$ cat config.mk
export PLATFORM = sky130hd
export DESIGN_NAME = can_reg_bus_if_flat
export DESIGN_NICKNAME = d
export VERILOG_FILES = /design/src/rtl/can_pkg.sv /design/src/rtl/can_reg_bus_if_if.sv /design/src/rtl/can_sync_bit.sv /design/src/rtl/can_reg_bus_if.sv /design/src/flat_wrapper.sv
export SDC_FILE = /design/constraint.sdc
export NUM_CORES = 1
export LEC_CHECK = 0
export ABC_CLOCK_PERIOD_IN_PS = 1860
export BUFFER_PORTS_ARGS = -buffer_cell sky130_fd_sc_hd__buf_2
export CAP_MARGIN = 20
export CORE_UTILIZATION = 47
export DETAILED_ROUTE_END_ITERATION = 10
export PLACE_DENSITY = 0.77
export SYNTH_ARGS = -nofsm -noshare
export SYNTH_HDL_FRONTEND = slang
export SYNTH_SLANG_ARGS = --single-unit
export TNS_END_PERCENT = 1
$ cat constraint.sdc
create_clock -name clk -period 1.86 [get_ports clk]
set_input_delay 0 -clock clk [delete_from_list [all_inputs] [get_ports clk]]
set_output_delay 0 -clock clk [all_outputs]
set_load 0.005 [all_outputs]
$ cat src/rtl/can_pkg.sv
// Shared definitions for the CAN controller host register bus interface:
// FSM state encoding and the default register address/data widths.
package can_pkg;

  // Default register-file geometry used by the bus interface and its interface bundle
  localparam int CAN_ADDR_WIDTH = 8;
  localparam int CAN_DATA_WIDTH = 8;

  // Legal range of synchronizer depth for the asynchronous host strobes
  localparam int CAN_SYNC_MIN = 2;
  localparam int CAN_SYNC_MAX = 4;

  // Host access sequencer states
  typedef enum logic [2:0] {
    ST_IDLE    = 3'd0,
    ST_WRITE   = 3'd1,
    ST_READ    = 3'd2,
    ST_RDATA   = 3'd3,
    ST_RELEASE = 3'd4
  } can_state_e;

endpackage

$ cat src/rtl/can_reg_bus_if_if.sv
// Host-side asynchronous register bus bundle. The master modport is the
// external host (or a bench standing in for it); the slave modport is the
// bus interface block that synchronizes the strobes and answers reads.
interface can_reg_bus_if_if #(
  parameter int ADDR_WIDTH = can_pkg::CAN_ADDR_WIDTH,
  parameter int DATA_WIDTH = can_pkg::CAN_DATA_WIDTH
) ();

  logic                  bus_cs_n;
  logic                  bus_wr_n;
  logic                  bus_rd_n;
  logic [ADDR_WIDTH-1:0] bus_addr;
  logic [DATA_WIDTH-1:0] bus_wdata;
  logic [DATA_WIDTH-1:0] bus_rdata;
  logic                  bus_rdata_oe;

  modport master (
    output bus_cs_n,
    output bus_wr_n,
    output bus_rd_n,
    output bus_addr,
    output bus_wdata,
    input  bus_rdata,
    input  bus_rdata_oe
  );

  modport slave (
    input  bus_cs_n,
    input  bus_wr_n,
    input  bus_rd_n,
    input  bus_addr,
    input  bus_wdata,
    output bus_rdata,
    output bus_rdata_oe
  );

endinterface

$ cat src/rtl/can_sync_bit.sv
// Single-bit multi-stage synchronizer for an asynchronous active-low strobe.
// Every stage resets to 1 so a strobe reads as inactive out of reset.
module can_sync_bit #(
  parameter int SYNC_STAGES = 2
) (
  input  logic clk,
  input  logic rst,
  input  logic d_i,
  output logic q_o
);

  logic [SYNC_STAGES-1:0] sync_q;

  // Shift the raw input through the flip-flop chain toward the output stage
  always_ff @(posedge clk or posedge rst) begin
    if (rst) begin
      sync_q <= '1;
    end else begin
      sync_q <= {sync_q[SYNC_STAGES-2:0], d_i};
    end
  end

  assign q_o = sync_q[SYNC_STAGES-1];

endmodule

$ cat src/rtl/can_reg_bus_if.sv
// Asynchronous host register bus to synchronous register-file bridge.
// Strobes are synchronized, each host access produces exactly one reg_we or
// reg_re pulse, and a new access is only accepted once both strobes have been
// observed inactive again. Simultaneous write and read strobes are flagged as
// a sticky protocol error and produce no register access.
module can_reg_bus_if
  import can_pkg::*;
#(
  parameter int ADDR_WIDTH  = CAN_ADDR_WIDTH,
  parameter int DATA_WIDTH  = CAN_DATA_WIDTH,
  parameter int SYNC_STAGES = 2,
  parameter int U_DLY       = 1
) (
  input  logic                  clk,
  input  logic                  rst,
  can_reg_bus_if_if.slave       bus,
  output logic [ADDR_WIDTH-1:0] reg_addr,
  output logic [DATA_WIDTH-1:0] reg_wdata,
  output logic                  reg_we,
  output logic                  reg_re,
  input  logic [DATA_WIDTH-1:0] reg_rdata,
  output logic                  proto_err,
  input  logic                  proto_err_clr
);

  // Reject synchronizer depths outside the supported range at elaboration
  if (SYNC_STAGES < CAN_SYNC_MIN || SYNC_STAGES > CAN_SYNC_MAX || U_DLY < 0) begin : g_param_check
    $error("can_reg_bus_if: SYNC_STAGES must be 2..4 and U_DLY non-negative");
  end

  // Synchronized strobes (active-low) and derived requests
  logic cs_s;
  logic wr_s;
  logic rd_s;
  logic wr_req;
  logic rd_req;

  // Post-reset qualification: the synchronizers must have flushed their reset
  // value and shown both requests inactive before any access is accepted
  logic [SYNC_STAGES-1:0] flush_q;
  logic                   flushed;
  logic                   armed_q;
  logic                   armed_d;

  // Sequencer state
  can_state_e state_q;
  can_state_e state_d;

  // Registered outputs
  logic [ADDR_WIDTH-1:0] reg_addr_q;
  logic [ADDR_WIDTH-1:0] reg_addr_d;
  logic [DATA_WIDTH-1:0] reg_wdata_q;
  logic [DATA_WIDTH-1:0] reg_wdata_d;
  logic                  reg_we_q;
  logic                  reg_we_d;
  logic                  reg_re_q;
  logic                  reg_re_d;
  logic [DATA_WIDTH-1:0] bus_rdata_q;
  logic [DATA_WIDTH-1:0] bus_rdata_d;
  logic                  rdata_oe_q;
  logic                  rdata_oe_d;
  logic                  proto_err_q;
  logic                  proto_err_d;

  can_sync_bit #(.SYNC_STAGES(SYNC_STAGES)) u_sync_cs (
    .clk (clk),
    .rst (rst),
    .d_i (bus.bus_cs_n),
    .q_o (cs_s)
  );

  can_sync_bit #(.SYNC_STAGES(SYNC_STAGES)) u_sync_wr (
    .clk (clk),
    .rst (rst),
    .d_i (bus.bus_wr_n),
    .q_o (wr_s)
  );

  can_sync_bit #(.SYNC_STAGES(SYNC_STAGES)) u_sync_rd (
    .clk (clk),
    .rst (rst),
    .d_i (bus.bus_rd_n),
    .q_o (rd_s)
  );

  assign wr_req  = !cs_s && !wr_s;
  assign rd_req  = !cs_s && !rd_s;
  assign flushed = flush_q[SYNC_STAGES-1];
  assign armed_d = armed_q || (flushed && !wr_req && !rd_req);

  // Track synchronizer flush after reset and arm once the bus is seen idle
  always_ff @(posedge clk or posedge rst) begin
    if (rst) begin
      flush_q <= '0;
      armed_q <= 1'b0;
    end else begin
      flush_q <= {flush_q[SYNC_STAGES-2:0], 1'b1};
      armed_q <= armed_d;
    end
  end

  // State and output registers
  always_ff @(posedge clk or posedge rst) begin
    if (rst) begin
      state_q     <= ST_IDLE;
      reg_addr_q  <= '0;
      reg_wdata_q <= '0;
      reg_we_q    <= 1'b0;
      reg_re_q    <= 1'b0;
      bus_rdata_q <= '0;
      rdata_oe_q  <= 1'b0;
      proto_err_q <= 1'b0;
    end else begin
      state_q     <= state_d;
      reg_addr_q  <= reg_addr_d;
      reg_wdata_q <= reg_wdata_d;
      reg_we_q    <= reg_we_d;
      reg_re_q    <= reg_re_d;
      bus_rdata_q <= bus_rdata_d;
      rdata_oe_q  <= rdata_oe_d;
      proto_err_q <= proto_err_d;
    end
  end

  // Next-state decode: one access per strobe assertion, then wait for release
  always_comb begin
    state_d = state_q;
    unique case (state_q)
      ST_IDLE: begin
        if (armed_q) begin
          if (wr_req && rd_req) begin
            state_d = ST_RELEASE;
          end else if (wr_req) begin
            state_d = ST_WRITE;
          end else if (rd_req) begin
            state_d = ST_READ;
          end
        end
      end
      ST_WRITE:   state_d = ST_RELEASE;
      ST_READ:    state_d = ST_RDATA;
      ST_RDATA:   state_d = ST_RELEASE;
      ST_RELEASE: begin
        if (!wr_req && !rd_req) begin
          state_d = ST_IDLE;
        end
      end
      default:    state_d = ST_IDLE;
    endcase
  end

  // Output next values: capture on access start, pulse strobes, manage read data
  always_comb begin
    reg_addr_d  = reg_addr_q;
    reg_wdata_d = reg_wdata_q;
    reg_we_d    = 1'b0;
    reg_re_d    = 1'b0;
    bus_rdata_d = bus_rdata_q;
    rdata_oe_d  = rdata_oe_q;
    proto_err_d = proto_err_q;

    if (proto_err_clr) begin
      proto_err_d = 1'b0;
    end

    if (state_q == ST_IDLE) begin
      if (state_d == ST_WRITE) begin
        reg_we_d    = 1'b1;
        reg_addr_d  = bus.bus_addr;
        reg_wdata_d = bus.bus_wdata;
      end
      if (state_d == ST_READ) begin
        reg_re_d   = 1'b1;
        reg_addr_d = bus.bus_addr;
      end
      if (state_d == ST_RELEASE) begin
        proto_err_d = 1'b1;
      end
    end

    if (state_q == ST_RDATA) begin
      bus_rdata_d = reg_rdata;
      rdata_oe_d  = 1'b1;
    end

    if (state_q == ST_RELEASE && state_d == ST_IDLE) begin
      rdata_oe_d = 1'b0;
    end
  end

  assign reg_addr         = reg_addr_q;
  assign reg_wdata        = reg_wdata_q;
  assign reg_we           = reg_we_q;
  assign reg_re           = reg_re_q;
  assign proto_err        = proto_err_q;
  assign bus.bus_rdata    = bus_rdata_q;
  assign bus.bus_rdata_oe = rdata_oe_q;

endmodule
$ cat src/flat_wrapper.sv
// flat-port wrapper written by rule: the top's interface ports become plain ports
module can_reg_bus_if_flat import can_pkg::*;
#(
  parameter int ADDR_WIDTH  = CAN_ADDR_WIDTH,
  parameter int DATA_WIDTH  = CAN_DATA_WIDTH,
  parameter int SYNC_STAGES = 2,
  parameter int U_DLY       = 1
)
  (clk, rst, reg_addr, reg_wdata, reg_we, reg_re, reg_rdata, proto_err, proto_err_clr, bus_bus_cs_n, bus_bus_wr_n, bus_bus_rd_n, bus_bus_addr, bus_bus_wdata, bus_bus_rdata, bus_bus_rdata_oe);
  can_reg_bus_if_if #(.ADDR_WIDTH(ADDR_WIDTH), .DATA_WIDTH(DATA_WIDTH)) bus_i ();
  input  logic clk;
  input  logic rst;
  output logic [ADDR_WIDTH-1:0] reg_addr;
  output logic [DATA_WIDTH-1:0] reg_wdata;
  output logic reg_we;
  output logic reg_re;
  input  logic [DATA_WIDTH-1:0] reg_rdata;
  output logic proto_err;
  input  logic proto_err_clr;
  input wire logic [$bits(bus_i.bus_cs_n)-1:0] bus_bus_cs_n;
  input wire logic [$bits(bus_i.bus_wr_n)-1:0] bus_bus_wr_n;
  input wire logic [$bits(bus_i.bus_rd_n)-1:0] bus_bus_rd_n;
  input wire logic [$bits(bus_i.bus_addr)-1:0] bus_bus_addr;
  input wire logic [$bits(bus_i.bus_wdata)-1:0] bus_bus_wdata;
  output wire logic [$bits(bus_i.bus_rdata)-1:0] bus_bus_rdata;
  output wire logic [$bits(bus_i.bus_rdata_oe)-1:0] bus_bus_rdata_oe;
  assign bus_i.bus_cs_n = bus_bus_cs_n;
  assign bus_i.bus_wr_n = bus_bus_wr_n;
  assign bus_i.bus_rd_n = bus_bus_rd_n;
  assign bus_i.bus_addr = bus_bus_addr;
  assign bus_i.bus_wdata = bus_bus_wdata;
  assign bus_bus_rdata = bus_i.bus_rdata;
  assign bus_bus_rdata_oe = bus_i.bus_rdata_oe;
  can_reg_bus_if #(.ADDR_WIDTH(ADDR_WIDTH), .DATA_WIDTH(DATA_WIDTH), .SYNC_STAGES(SYNC_STAGES), .U_DLY(U_DLY)) u_core (.clk(clk), .rst(rst), .bus(bus_i), .reg_addr(reg_addr), .reg_wdata(reg_wdata), .reg_we(reg_we), .reg_re(reg_re), .reg_rdata(reg_rdata), .proto_err(proto_err), .proto_err_clr(proto_err_clr));
endmodule
==> key figures <==
Power
  – Max rail drop VDD: 910 uV
  – Clock network power share: 19.0%
  – Cell Pwr Density: 1280 nW/um^2
  – Leakage: 1.04 nW
  – Gate power share: 31.8%
  – Total power: 2.83 mW
  – Internal power: 2.02 mW
  – Sequential Power Share: 49.2%
  – Sw power: 0.807 mW
  – Net Sw Frac: 28.6%

Timing
  – Period Utilization, post-route: 82.4%
  – Final clock skew: 0.0111 ns
  – Final setup violation count: 0
  – RSZ-0062 raised after global routing: false
  – Final Slew Violations: 0
  – Max Clk Rate: 0.653 GHz
  – Tmin final: 1.53 ns
  – Fin. Hold Viols: 0
  – Fin Setup TNS: 0 ns

Clock tree
  – Post-CTS sizing: 0
  – Num Clock Sinks: 40
  – Reg clk slew, reported paths: 0.11 ns
  – Htree depth: 2
  – Clk root buf: clkbuf_4
  – CTS tree: built
  – Maximum root-to-sink buffer count: 2
  – CTS Hold Bufs: 29
  – TritonCTS buffer count: 5
  – Clk_lat worst skew: 0.34 ns
  – Post CTS Setup Buffer Count: 0

Finish
  – Share of layout cells above drive strength 1: 52.1%
  – Final Net Count: 219
  – Area delta synth->final: 46.2%
  – Ant diodes: 0

Synthesis
  – Post-Syn Instances: 98
  – Synth unique cells: 24
  – Area contributors post-synth: dfrtp_1 (56%), mux2_2 (18%), dfstp_2 (10%)
  – Sequential-to-total area share from yosys stat: 66.8%
  – Post-synth net total: 128
  – Synth top area share: 56.4%
  – Synth Register Bits: 40
  – Synthesized area: 1510 um^2
  – Cell taking the most area after synthesis: dfrtp_1
  – Mean area per synthesized cell: 15.4 um^2
  – Synthesis Warnings: 0

Global routing
  – Largest net degree at the start of global routing: 41
  – First-pass GRT wire length: 4830 um
  – Initial antenna violation count: 0
  – Gr ovfl total: 0
  – Overall Global Routing Usage: 19.5%
  – Via count of the first global-routing pass: 1148

Status
  – Status: finished, final reports clean

Worst setup path
  – Kind of end point of the critical path: flip-flop
  – Critical path class: flip-flop to flip-flop
  – Crit path required time: 2.08 ns
  – Crit start category: flip-flop
  – CP Max Fanout: 8
  – Critical path data arrival time: 1.75 ns

Floorplan
  – Die W: 58.7 um
  – Die area: 3440 um^2
  – Die Y: 58.7 um
  – Row Count: 20
  – Starting Density: 49.4%
  – I/O pin cnt: 58
  – Core area: 3050 um^2

Detailed routing
  – DR DRC count: 0
  – DR pass1 iterations: 4
  – Final ANT Viol Nets: 0
  – Vias post-DR: 1116
  – Post-Route WL: 2910 um
  – Routed wire length per instance: 12.4 um
  – Iter 0 DRT Violations: 45
  – Vias/cell: 4.77

Place
  – PortBufs: 57
  – Final GP Congestion: 0.733
  – DP Wirelength: 1910 um

Run
  – Max Cap Violations: 0

Worst hold path
  – Hold crit path type: primary input to flip-flop
path summary, 6_finish.rpt:
kind / start / endpoint / depth (start not counted) / slack (ns)
min reg2reg: u_core.flush_q[0] / u_core.flush_q[1] / 0 / 0.36
min: bus_bus_cs_n / u_core.u_sync_cs.sync_q[0] / 2 / 0.29
max: u_core.u_sync_rd.sync_q[1] / u_core.reg_wdata[4] / 3 / 0.33
max in group asynchronous: rst / u_core.u_sync_wr.sync_q[1] / 4 / 1.17
min in group asynchronous: rst / u_core.reg_wdata[2] / 4 / 0.33
max reg2reg: u_core.u_sync_rd.sync_q[1] / u_core.reg_wdata[4] / 3 / 0.33
power groups by stage:
| stage | clock network [mW] | logic [mW] | registers, mW |
|---|---|---|---|
| 6_report | 0.538 | 0.898 | 1.39 |
| 5_1_grt | 0.598 | 0.992 | 1.43 |
| 4_1_cts | 0.564 | 0.904 | 1.39 |
| 3_5_place_dp | 0 | 0.855 | 1.40 |
| 3_3_place_gp | 0 | 0.822 | 1.38 |
| 2_1_floorplan | 0 | 0.462 | 1.40 |
kinds of logic (layout without fill, tap and decap cells):
family,Yosys count,count (layout),synth area share [%]
xor+xnor,1,1,0.581
flops,40,40,66.8
mux,24,24,17.9
simple gates,17,17,8.62
other cells,1,1,0.249
compound gates,8,8,3.65
buf+inv,7,99,2.16
sequential cells by signal, summed over array words and instances (netlist names):
name	count
u_core.armed_q	1
u_core.bus.bus_rdata	8
u_core.bus.bus_rdata_oe	1
u_core.flush_q	2
u_core.proto_err	1
u_core.reg_addr	8
u_core.reg_re	1
u_core.reg_wdata	8
u_core.reg_we	1
u_core.state_q	3
u_core.u_sync_cs.sync_q	2
u_core.u_sync_rd.sync_q	2
u_core.u_sync_wr.sync_q	2
critical path, stage by stage (launching register included):
cell and delay (ns):
dfstp_2 0.62, nor2b_1 0.30, nand3_4 0.18, mux2_2 0.32
layer usage:
layer | track usage [%] | vias up | share of wire [%]
li1 | - | 518 | -
met3 | 4.84 | 12 | 4.3
met1 | 21.4 | 539 | 39
met2 | 34.5 | 47 | 54
met5 | 0 | - | 0
met4 | 10.9 | 0 | 2.4
layout by cell type (no fill, tap or decap):
| master | count |
|---|---|
| buf_4 | 1 |
| nand3_1 | 2 |
| bufinv_16 | 1 |
| a21o_1 | 2 |
| and3_1 | 1 |
| nor2b_1 | 2 |
| clkbuf_4 | 5 |
| dlygate4sd3_1 | 29 |
| a221o_1 | 1 |
| clkinv_2 | 1 |
| nor2_2 | 1 |
| conb_1 | 1 |
| dfstp_2 | 6 |
| nor3b_4 | 1 |
| mux2_2 | 24 |
| o32ai_1 | 1 |
| inv_1 | 4 |
| xor2_1 | 1 |
| a31oi_1 | 1 |
| nor3_1 | 4 |
| nor3b_1 | 1 |
| a21oi_1 | 2 |
| nand2_1 | 2 |
| nand3_4 | 2 |
| o21ai_0 | 1 |
| buf_2 | 57 |
| nand2b_1 | 1 |
| clkbuf_1 | 1 |
| dfrtp_1 | 34 |
Yosys cell counts (all sizes together):
cell,count
nand2,2
o32ai,1
nor3b,2
conb,1
dfrtp,34
dfstp,6
inv,4
a221o,1
a21oi,2
mux2,24
a31oi,1
nand2b,1
nand3,4
o21ai,1
buf,3
nor3,4
a21o,2
nor2,1
xor2,1
nor2b,2
and3,1
cell type report:
cell class,count,area [um^2]
sequential,40,1010
fill,233,847
timing repair buffer,87,583
multi-input combinational,51,468
tap,44,55.1
clock buffer,6,41.3
clock inverter,2,35.0
inverter,4,15.0
metrics by stage:
step / util [%] / setup slack, ns / instance area [um^2] / cells / hold WS [ns]
floorplan: - / 0.413 / 1510 / 98 / 0.00448
global placement: 60.2 / 0.399 / 1840 / 197 / 0.105
detailed placement: 60.2 / 0.341 / 1840 / 197 / 0.108
CTS: 72.3 / 0.311 / 2210 / 234 / 0.283
global route: 72.3 / 0.251 / 2210 / 234 / 0.270
finish: 72.3 / 0.328 / 2210 / 234 / 0.294
Power figures use the tool's default switching activity.
